File: src/rtl/ad5628_scan_seq.sv
// AD5628 configuration sequencer: writes NUM_CH channel frames over SPI, then scans a mux
// select bus while driving a square wave. Define AD5628_SCAN_INTREF_EN to prepend an internal-reference frame.
module ad5628_scan_seq #(
   parameter int CLK_DIV = 2,
   parameter int NUM_CH  = 8,
   parameter int DATA_W  = 12,
   parameter int SQ_HALF = 25,
   parameter int SEL_W   = 2,
   parameter int DWELL   = 4
) (
   input  logic              clk_sys_i,
   input  logic              rst_sys_i,
   input  logic              cfg_we_i,
   input  logic [2:0]        cfg_ch_i,
   input  logic [DATA_W-1:0] cfg_data_i,
   input  logic              start_i,
   output logic              busy_o,
   output logic              done_o,
   output logic              sclk_o,
   output logic              mosi_o,
   output logic              cs_o,
   output logic [SEL_W-1:0]  sel_o,
   output logic              sq_wave_o
);
   localparam int DIV_W = $clog2(2*CLK_DIV);
   localparam int SQ_W  = $clog2(SQ_HALF+1);
   localparam int PER_W = $clog2(DWELL+1);

`ifdef AD5628_SCAN_INTREF_EN
   typedef enum logic [2:0] {S_IDLE, S_LOAD, S_SHIFT, S_GAP, S_RUN, S_REF} state_t;
`else
   typedef enum logic [2:0] {S_IDLE, S_LOAD, S_SHIFT, S_GAP, S_RUN} state_t;
`endif

   state_t            state_q, state_d;
   logic [2:0]        ch_q, ch_d;
   logic [DIV_W-1:0]  div_q, div_d;
   logic [5:0]        half_q, half_d;
   logic [31:0]       shreg_q, shreg_d;
   logic [SQ_W-1:0]   sq_cnt_q, sq_cnt_d;
   logic              sq_q, sq_d;
   logic [PER_W-1:0]  per_q, per_d;
   logic [SEL_W-1:0]  sel_q, sel_d;
   logic              done_q, done_d;
   logic [DATA_W-1:0] regs_q [8];
   logic [11:0]       data12;
   logic [31:0]       frame_word;
`ifdef AD5628_SCAN_INTREF_EN
   logic              ref_q, ref_d;
`endif

   // Narrow channel values are left-aligned into the 12-bit DAC field.
   assign data12     = 12'(regs_q[ch_q]) << (12 - DATA_W);
   assign frame_word = {4'h0, 4'h3, {1'b0, ch_q}, data12, 8'h00};

   always_comb begin
      state_d  = state_q;
      ch_d     = ch_q;
      div_d    = div_q;
      half_d   = half_q;
      shreg_d  = shreg_q;
`ifdef AD5628_SCAN_INTREF_EN
      ref_d    = ref_q;
`endif
      unique case (state_q)
         S_IDLE, S_RUN: begin
            if (start_i) begin
               ch_d   = '0;
               div_d  = '0;
               half_d = '0;
`ifdef AD5628_SCAN_INTREF_EN
               state_d = S_REF;
`else
               state_d = S_LOAD;
`endif
            end
         end
`ifdef AD5628_SCAN_INTREF_EN
         S_REF: begin
            shreg_d = 32'h0800_0001;
            ref_d   = 1'b1;
            state_d = S_SHIFT;
         end
`endif
         S_LOAD: begin
            shreg_d = frame_word;
            state_d = S_SHIFT;
         end
         S_SHIFT: begin
            if (div_q == DIV_W'(CLK_DIV-1)) begin
               div_d = '0;
               if (half_q == 6'd63) begin
                  state_d = S_GAP;
               end else begin
                  half_d = half_q + 6'd1;
                  // leaving a low half-period means SCLK rises: present next bit
                  if (half_q[0]) shreg_d = {shreg_q[30:0], 1'b0};
               end
            end else begin
               div_d = div_q + DIV_W'(1);
            end
         end
         S_GAP: begin
            if (div_q == DIV_W'(2*CLK_DIV-2)) begin
               div_d  = '0;
               half_d = '0;
`ifdef AD5628_SCAN_INTREF_EN
               if (ref_q) begin
                  ref_d   = 1'b0;
                  state_d = S_LOAD;
               end else
`endif
               if (ch_q < 3'(NUM_CH-1)) begin
                  ch_d    = ch_q + 3'd1;
                  state_d = S_LOAD;
               end else begin
                  state_d = S_RUN;
               end
            end else begin
               div_d = div_q + DIV_W'(1);
            end
         end
         default: state_d = S_IDLE;
      endcase
   end

   always_comb begin
      sq_cnt_d = '0;
      sq_d     = 1'b0;
      per_d    = '0;
      sel_d    = '0;
      done_d   = (state_d == S_RUN) && (state_q != S_RUN);
      // Scan state only advances while staying in RUN; entry and restart clear it.
      if (state_q == S_RUN && state_d == S_RUN) begin
         sq_cnt_d = sq_cnt_q;
         sq_d     = sq_q;
         per_d    = per_q;
         sel_d    = sel_q;
         if (sq_cnt_q == SQ_W'(SQ_HALF-1)) begin
            sq_cnt_d = '0;
            sq_d     = ~sq_q;
            if (!sq_q) begin
               per_d = per_q + PER_W'(1);
            end else if (per_q == PER_W'(DWELL)) begin
               per_d = '0;
               sel_d = sel_q + SEL_W'(1);
            end
         end else begin
            sq_cnt_d = sq_cnt_q + SQ_W'(1);
         end
      end
   end

   always_ff @(posedge clk_sys_i) begin
      if (rst_sys_i) begin
         state_q  <= S_IDLE;
         ch_q     <= '0;
         div_q    <= '0;
         half_q   <= '0;
         shreg_q  <= '0;
         sq_cnt_q <= '0;
         sq_q     <= 1'b0;
         per_q    <= '0;
         sel_q    <= '0;
         done_q   <= 1'b0;
         regs_q   <= '{default: '0};
`ifdef AD5628_SCAN_INTREF_EN
         ref_q    <= 1'b0;
`endif
      end else begin
         state_q  <= state_d;
         ch_q     <= ch_d;
         div_q    <= div_d;
         half_q   <= half_d;
         shreg_q  <= shreg_d;
         sq_cnt_q <= sq_cnt_d;
         sq_q     <= sq_d;
         per_q    <= per_d;
         sel_q    <= sel_d;
         done_q   <= done_d;
`ifdef AD5628_SCAN_INTREF_EN
         ref_q    <= ref_d;
`endif
         if (cfg_we_i && ({1'b0, cfg_ch_i} < 4'(NUM_CH))) regs_q[cfg_ch_i] <= cfg_data_i;
      end
   end

   assign busy_o    = (state_q != S_IDLE) && (state_q != S_RUN);
   assign done_o    = done_q;
   assign cs_o      = (state_q != S_SHIFT);
   assign sclk_o    = (state_q != S_SHIFT) || !half_q[0];
   assign mosi_o    = (state_q == S_SHIFT) && shreg_q[31];
   assign sel_o     = sel_q;
   assign sq_wave_o = sq_q;

endmodule
File: config.mk
export PLATFORM = sky130hd
export DESIGN_NAME = ad5628_scan_seq
export DESIGN_NICKNAME = d
export VERILOG_FILES = /design/src/rtl/ad5628_scan_seq.sv
export SDC_FILE = /design/constraint.sdc
export NUM_CORES = 1
export LEC_CHECK = 0
export CAP_MARGIN = 20
export CELL_PAD_IN_SITES_DETAIL_PLACEMENT = 1
export CELL_PAD_IN_SITES_GLOBAL_PLACEMENT = 2
export CORE_MARGIN = 2
export CORE_UTILIZATION = 43
export CTS_BUF_LIST = sky130_fd_sc_hd__clkbuf_4 sky130_fd_sc_hd__clkbuf_8
export DETAILED_ROUTE_END_ITERATION = 10
export DONT_BUFFER_PORTS = 1
export PLACE_DENSITY = 0.88
export SYNTH_ARGS = -nofsm -noshare
export SYNTH_HDL_FRONTEND = slang
export SYNTH_SLANG_ARGS = --single-unit
File: constraint.sdc
create_clock -name clk_sys_i -period 3.8 [get_ports clk_sys_i]
set_input_delay 0.76 -clock clk_sys_i [delete_from_list [all_inputs] [get_ports clk_sys_i]]
set_output_delay 0.76 -clock clk_sys_i [all_outputs]
set_load 0.03 [all_outputs]
==> summary.txt, run 1 <==
vias -> 5729
share of cells above drive strength 1 -> 0.0832
drt total wl -> 19700 um
outcome -> completed
Comb pwr share -> 0.057
Finished Layout Cells -> 981
Core ar. -> 0.0152 mm2
CTS Root Cell -> clkbuf_8
final setup violation count -> 0
Resize count post-CTS -> 0
die span in x -> 129 um
capturing point of the worst reg2reg path -> shreg_q[17]
Port Buffers -> 0
Post-synth EDFFs -> 0
htree depth -> 4
synthesized flop and latch total -> 146
Mapped Nets -> 850
Max Buffers Root-to-Sink -> 2
total die area -> 0.0165 mm2
Hold Path End -> div_q[1]
switching power -> 0.740 mW
Starting Density -> 0.439
Final Wtd Congestion -> 0.784
row cnt -> 45
R2R cell count -> 5
largest net degree at the start of global routing -> 131
DRC Markers -> 0
worst-skew pair later-pin latency -> 460 ps
Hold Vio Cnt, Final -> 0
Max Clock Freq -> 331 MHz
final period utilization -> 0.796
Synth async-reset ratio -> 0
post-synth cell types -> 54
Worst Hold Class -> in2reg
fillers -> 1866
Pleak -> 2.20 nW
# Post-CTS Setup Buffers -> 0
Synth Flop Type -> dfxtp_1
initial antenna violation count -> 0
Synth Instances -> 825
I/O Pins -> 27
Die Ht -> 129 um
Flop pwr share -> 0.509
CP endpoint kind -> output port
Peak VDD IR -> 205 uV
Final ANT Viol Nets -> 0
vias in the first global route -> 6029
register area -> 0.00292 mm2
Slew HR -> 0.247
Hold Startpoint -> rst_sys_i
Vias/cell -> 5.84
Worst setup SP type -> flop
CP max FO -> 27
CTS tree -> built
Cell Area, Synth -> 0.00667 mm2
CP arrival -> 2260 ps
Final Skew -> 13.6 ps
Worst-path clk slew -> 80 ps
max-cap viol count -> 0
syn_area_per_cell -> 8.08 um2
Setup Crit Path Kind -> reg2out
Switching Fraction -> 0.236
DP Wirelength -> 12400 um
# diodes -> 0
Min-Delay Path Depth -> 1
number of hold-repair buffers added at the cts stage -> 0
Place WS -> 1280 ps
multi-input logic area -> 0.00338 mm2
setup slack after layout -> 777 ps
first-pass GRT wire length -> 31700 um
Synth Warn # -> 0
first-pass iteration count of the detailed router -> 5
Tmin final -> 3020 ps
RSZ-0062 raised after global routing -> false
Overall Global Routing Usage -> 0.250
placed cells -> 948
TNS Setup -> 0 ps
final-report max-slew violation count -> 0
TritonCTS buffer count -> 17
R2R setup slack -> 1410 ps
Area growth, synth to finish -> 6.53%
worst endpoint required time -> 3040 ps
Starting DRT DRC Count -> 396
clock share of power -> 0.435
Internal Power -> 2.40 mW
sequential area share after synthesis -> 0.438
FF-to-FF Start -> state_q[1]
Avg WL per Cell -> 20.0 um
measured slew at the worst slew-check pin -> 1120 ps
power per cell area -> 442 mW/mm2
Num Clock Sinks -> 146
Final #Nets -> 806
global route overflow -> 0
## cells by family (layout without fill, tap and decap cells)
logic type | after synthesis | after routing | share of synthesized area
adder cells (fa/ha/maj) | 6 | 6 | 0.0113
multiplexers | 50 | 50 | 0.0790
flip-flops | 146 | 146 | 0.438
AO/OA/AOI/OAI | 194 | 194 | 0.191
XOR/XNOR | 5 | 5 | 0.00657
buffers and inverters | 85 | 53 | 0.0559
AND/OR/NAND/NOR | 339 | 339 | 0.218
## worst max-delay path by stage
stage                     from  cells past startpoint      to  slack [ps]
floorplan           state_q[2]                      4  mosi_o        1640
global placement    state_q[1]                      3    cs_o        1390
detailed placement  state_q[1]                      3    cs_o        1280
CTS                 state_q[1]                      3    cs_o         770
global route        state_q[1]                      3    cs_o         630
finish              state_q[1]                      3    cs_o         780
## power groups by stage
stage,Sequential [mW],Combinational (mW),Clock [mW]
floorplan,1.62,0.178,0
global placement,1.63,0.166,0
detailed placement,1.63,0.175,0
CTS,1.60,0.177,1.38
global route,1.60,0.197,1.45
finish,1.60,0.178,1.36
## cell usage in the layout (no fill, tap or decap), types with 6 or more instances in the layout
master / instances
a21oi_1: 115
a22oi_1: 25
a311oi_2: 11
buf_4: 10
clkbuf_8: 20
dfxtp_1: 145
ha_1: 6
inv_1: 10
mux2i_1: 47
nand2_1: 228
nand3_1: 30
nor2_1: 29
nor2b_1: 11
nor3_1: 21
o211ai_1: 9
o21ai_0: 8
## state kept, by name (all words and copies together) (netlist names)
signal	flops
regs_q	96
shreg_q	24
half_q	6
sq_cnt_q	5
ch_q	3
per_q	3
state_q	3
div_q	2
sel_o	2
done_o	1
sq_wave_o	1
## critical path, stage by stage (launching register included)
cell and delay, ps:
dfxtp_1 560, nor3b_4 250, buf_4 310, clkinv_1 690
## routing by layer
metal | vias up | routed length [um] | global-route usage
met4 | 0 | 516 | 0.104
met2 | 114 | 10000 | 0.448
li1 | 2737 | - | -
met5 | - | 0 | 0
met3 | 40 | 719 | 0.0437
met1 | 2838 | 8410 | 0.296
## through the flow
| stage | cell area (um2) | power, mW | hold WS (ps) | util |
|---|---|---|---|---|
| 3_5_place_dp | 6640 | 1.81 | 444 | 0.437 |
| 3_3_place_gp | 6640 | 1.79 | 435 | 0.437 |
| 6_report | 7100 | 3.14 | 376 | 0.467 |
| 5_1_grt | 7100 | 3.25 | 360 | 0.467 |
| 4_1_cts | 7080 | 3.15 | 357 | 0.466 |
| 2_1_floorplan | 6670 | 1.80 | 430 | - |
## layout make-up
cell class / instances / share of cell area
Timing Repair Buffer: 11 / 0.0122
Clock buffer: 21 / 0.0398
Inverter: 11 / 0.00581
Sequential cell: 146 / 0.412
Clock inverter: 10 / 0.0220
Tap cell: 188 / 0.0331
Multi-Input combinational cell: 594 / 0.475
## cell usage after synthesis, types with 2 or more instances
| cell type | number | area share |
|---|---|---|
| clkbuf_2 | 10 | 0.0075 |
| ha_1 | 6 | 0.011 |
| nor2b_1 | 11 | 0.010 |
| xor2_1 | 2 | 0.0026 |
| buf_6 | 3 | 0.0051 |
| a22oi_1 | 25 | 0.028 |
| nor3b_1 | 2 | 0.0023 |
| a311oi_1 | 4 | 0.0053 |
| a311oi_2 | 11 | 0.025 |
| nand3_1 | 30 | 0.023 |
| dfxtp_1 | 146 | 0.44 |
| xnor2_1 | 3 | 0.0039 |
| and2_1 | 2 | 0.0019 |
| buf_1 | 6 | 0.0034 |
| mux2i_1 | 47 | 0.071 |
| a211oi_2 | 2 | 0.0038 |
| a21oi_1 | 115 | 0.086 |
| nor2_1 | 29 | 0.016 |
| nor3_1 | 22 | 0.017 |
| a211oi_1 | 4 | 0.0045 |
| buf_4 | 2 | 0.0023 |
| a21o_1 | 2 | 0.0023 |
| o21ai_0 | 8 | 0.0060 |
| a2111o_1 | 3 | 0.0051 |
| o211ai_1 | 9 | 0.010 |
| mux4_2 | 2 | 0.0068 |
| nand2_1 | 228 | 0.13 |
| clkbuf_1 | 44 | 0.025 |
| inv_1 | 10 | 0.0056 |
| nand2b_1 | 4 | 0.0038 |
| a21boi_0 | 2 | 0.0023 |
| buf_2 | 9 | 0.0068 |
No activity file was read; power rests on OpenSTA's default activity.
==> run 2: changes to the inputs <==
--- a/config.mk
+++ b/config.mk
@@ -9,11 +9,11 @@
 export CELL_PAD_IN_SITES_DETAIL_PLACEMENT = 1
 export CELL_PAD_IN_SITES_GLOBAL_PLACEMENT = 2
 export CORE_MARGIN = 2
-export CORE_UTILIZATION = 43
+export CORE_UTILIZATION = 36
 export CTS_BUF_LIST = sky130_fd_sc_hd__clkbuf_4 sky130_fd_sc_hd__clkbuf_8
 export DETAILED_ROUTE_END_ITERATION = 10
 export DONT_BUFFER_PORTS = 1
-export PLACE_DENSITY = 0.88
+export PLACE_DENSITY = 0.79
 export SYNTH_ARGS = -nofsm -noshare
 export SYNTH_HDL_FRONTEND = slang
 export SYNTH_SLANG_ARGS = --single-unit
==> constraint.sdc (replaced) <==
create_clock -name clk_sys_i -period 2.6 [get_ports clk_sys_i]
set_input_delay 0.52 -clock clk_sys_i [delete_from_list [all_inputs] [get_ports clk_sys_i]]
set_output_delay 0.52 -clock clk_sys_i [all_outputs]
set_load 0.03 [all_outputs]
==> run 2 against run 1 <==
Effect of this change:
- die area rose by 19%
- final cell count rose by 5.0%
- combinational power up 49%
- critical path type unchanged
- largest power group unchanged
- clock-buffer cell count rose by 1
- critical endpoint is now mosi_o
- via count is 0.58% higher
- register-to-register slack worse by 900 ps
- wire length is 3.1% higher
- global-route usage fell by 3.7 points
==> summary.txt, run 2 (synthesized netlist as in run 1, its figures left out) <==
Biggest register -> regs_q
Hold Vio Cnt, Final -> 0
DRC Markers -> 0
outcome -> completed
Area growth, synth to finish -> 7.98%
Final #Nets -> 814
Vias/cell -> 5.59
Final Skew -> 10.2 ps
share of cells above drive strength 1 -> 0.0924
TNS Setup -> 0 ps
Num Clock Sinks -> 146
Internal Power -> 3.41 mW
vias -> 5762
commonest non-fill, non-tap cells in the layout -> nand2_1 (228), dfxtp_1 (145), a21oi_1 (115)
max reg flops -> 96
slowest stage delay, CP -> 520 ps
CP cell instances -> nor3b_4, and2_1
DP Wirelength -> 12700 um
Final ANT Viol Nets -> 0
Overall Global Routing Usage -> 0.213
Port Buffers -> 0
Finished Layout Cells -> 1030
max-cap viol count -> 0
worst-skew pair later-pin latency -> 450 ps
Pleak -> 2.22 nW
Peak VDD IR -> 321 uV
CTS Root Cell -> clkbuf_8
Switching Fraction -> 0.242
Resize count post-CTS -> 0
CP endpoint kind -> output port
Worst setup SP type -> flop
CP arrival -> 1720 ps
GRT met2 Usage -> 0.368
vias in the first global route -> 6005
I/O Pins -> 27
# diodes -> 0
Max Buffers Root-to-Sink -> 2
first-pass iteration count of the detailed router -> 7
clock share of power -> 0.423
drt total wl -> 20300 um
Slew HR -> 0.406
Worst-path clk slew -> 80 ps
switching power -> 1.09 mW
slowest stage cell on the critical path -> dfxtp_1
RSZ-0062 raised after global routing -> false
largest net degree at the start of global routing -> 131
Tmin final -> 2240 ps
final setup violation count -> 0
final period utilization -> 0.863
Die Ht -> 140 um
Avg WL per Cell -> 19.7 um
Max Clock Freq -> 446 MHz
TritonCTS buffer count -> 17
Starting DRT DRC Count -> 340
# Post-CTS Setup Buffers -> 0
GRT busiest layer -> met2
Worst Hold Class -> in2reg
power per cell area -> 625 mW/mm2
M3 GR Usage -> 0.0438
CP max FO -> 11
die span in x -> 140 um
initial antenna violation count -> 0
CTS tree -> built
GR Util met1 -> 0.263
global route overflow -> 0
htree depth -> 4
final-report max-slew violation count -> 0
Flop pwr share -> 0.518
Core ar. -> 0.0181 mm2
number of hold-repair buffers added at the cts stage -> 0
most common cell after layout, fill and taps aside -> nand2_1
row cnt -> 49
biggest regs -> regs_q x96, shreg_q x24, half_q x6
total die area -> 0.0196 mm2
measured slew at the worst slew-check pin -> 889 ps
Comb pwr share -> 0.059
worst endpoint required time -> 2080 ps
Setup Crit Path Kind -> reg2out
placed cells -> 999
Starting Density -> 0.369
first-pass GRT wire length -> 32500 um
Final Wtd Congestion -> 0.746
-- run 2: layout make-up --
cell class                 instances  area, um2
multi-input combinational        594       3380
tap                              229        287
sequential                       146       2920
clock buffer                      22        284
timing repair buffer              19        155
clock inverter                     9        131
inverter                          11       41.3
fill                            2169      10900
-- run 2: routing by layer --
layer	vias to the layer above	wire length (um)
met5	-	0
met4	0	531
met3	28	595
met2	77	10000
met1	2904	9130
li1	2753	-
-- run 2: worst max-delay path, delay by kind of cell (launching register included) --
kind	cells	cell delay (ps)
simple gates	2	760
flops	1	520
-- run 2: final timing paths --
path                   start  slack [ps]  cells past startpoint         end
setup reg to reg  state_q[1]         510                      4   half_q[5]
hold / removal     rst_sys_i         140                      1    div_q[0]
setup / recovery  state_q[1]         360                      2      mosi_o
hold reg to reg   regs_q[30]         460                      2  regs_q[30]
-- run 2: power groups by stage --
stage / Clock, mW / Sequential, mW / Combinational (mW)
final: 1.90 / 2.33 / 0.265
after global routing: 2.03 / 2.34 / 0.294
after CTS: 1.93 / 2.33 / 0.266
after detailed placement: 0 / 2.38 / 0.265
after global placement: 0 / 2.38 / 0.252
after floorplan: 0 / 2.37 / 0.260
-- run 2: stage by stage --
step	hold WS (ps)	power, mW	setup slack [ps]	instance area, um2	utilization
after detailed placement	441	2.65	563	6780	0.375
after floorplan	430	2.63	680	6670	-
final	141	4.50	356	7200	0.398
after global routing	102	4.67	222	7200	0.398
after global placement	437	2.63	656	6780	0.375
after CTS	120	4.53	323	7200	0.398
==> run 3: changes to the inputs <==
--- a/config.mk
+++ b/config.mk
@@ -13,7 +13,9 @@
 export CTS_BUF_LIST = sky130_fd_sc_hd__clkbuf_4 sky130_fd_sc_hd__clkbuf_8
 export DETAILED_ROUTE_END_ITERATION = 10
 export DONT_BUFFER_PORTS = 1
+export GPL_ROUTABILITY_DRIVEN = 0
 export PLACE_DENSITY = 0.79
+export SLEW_MARGIN = 10
 export SYNTH_ARGS = -nofsm -noshare
 export SYNTH_HDL_FRONTEND = slang
 export SYNTH_SLANG_ARGS = --single-unit
==> results of run 3 <==
Same layout as run 2: the final DEF is identical, and so are final timing and power.
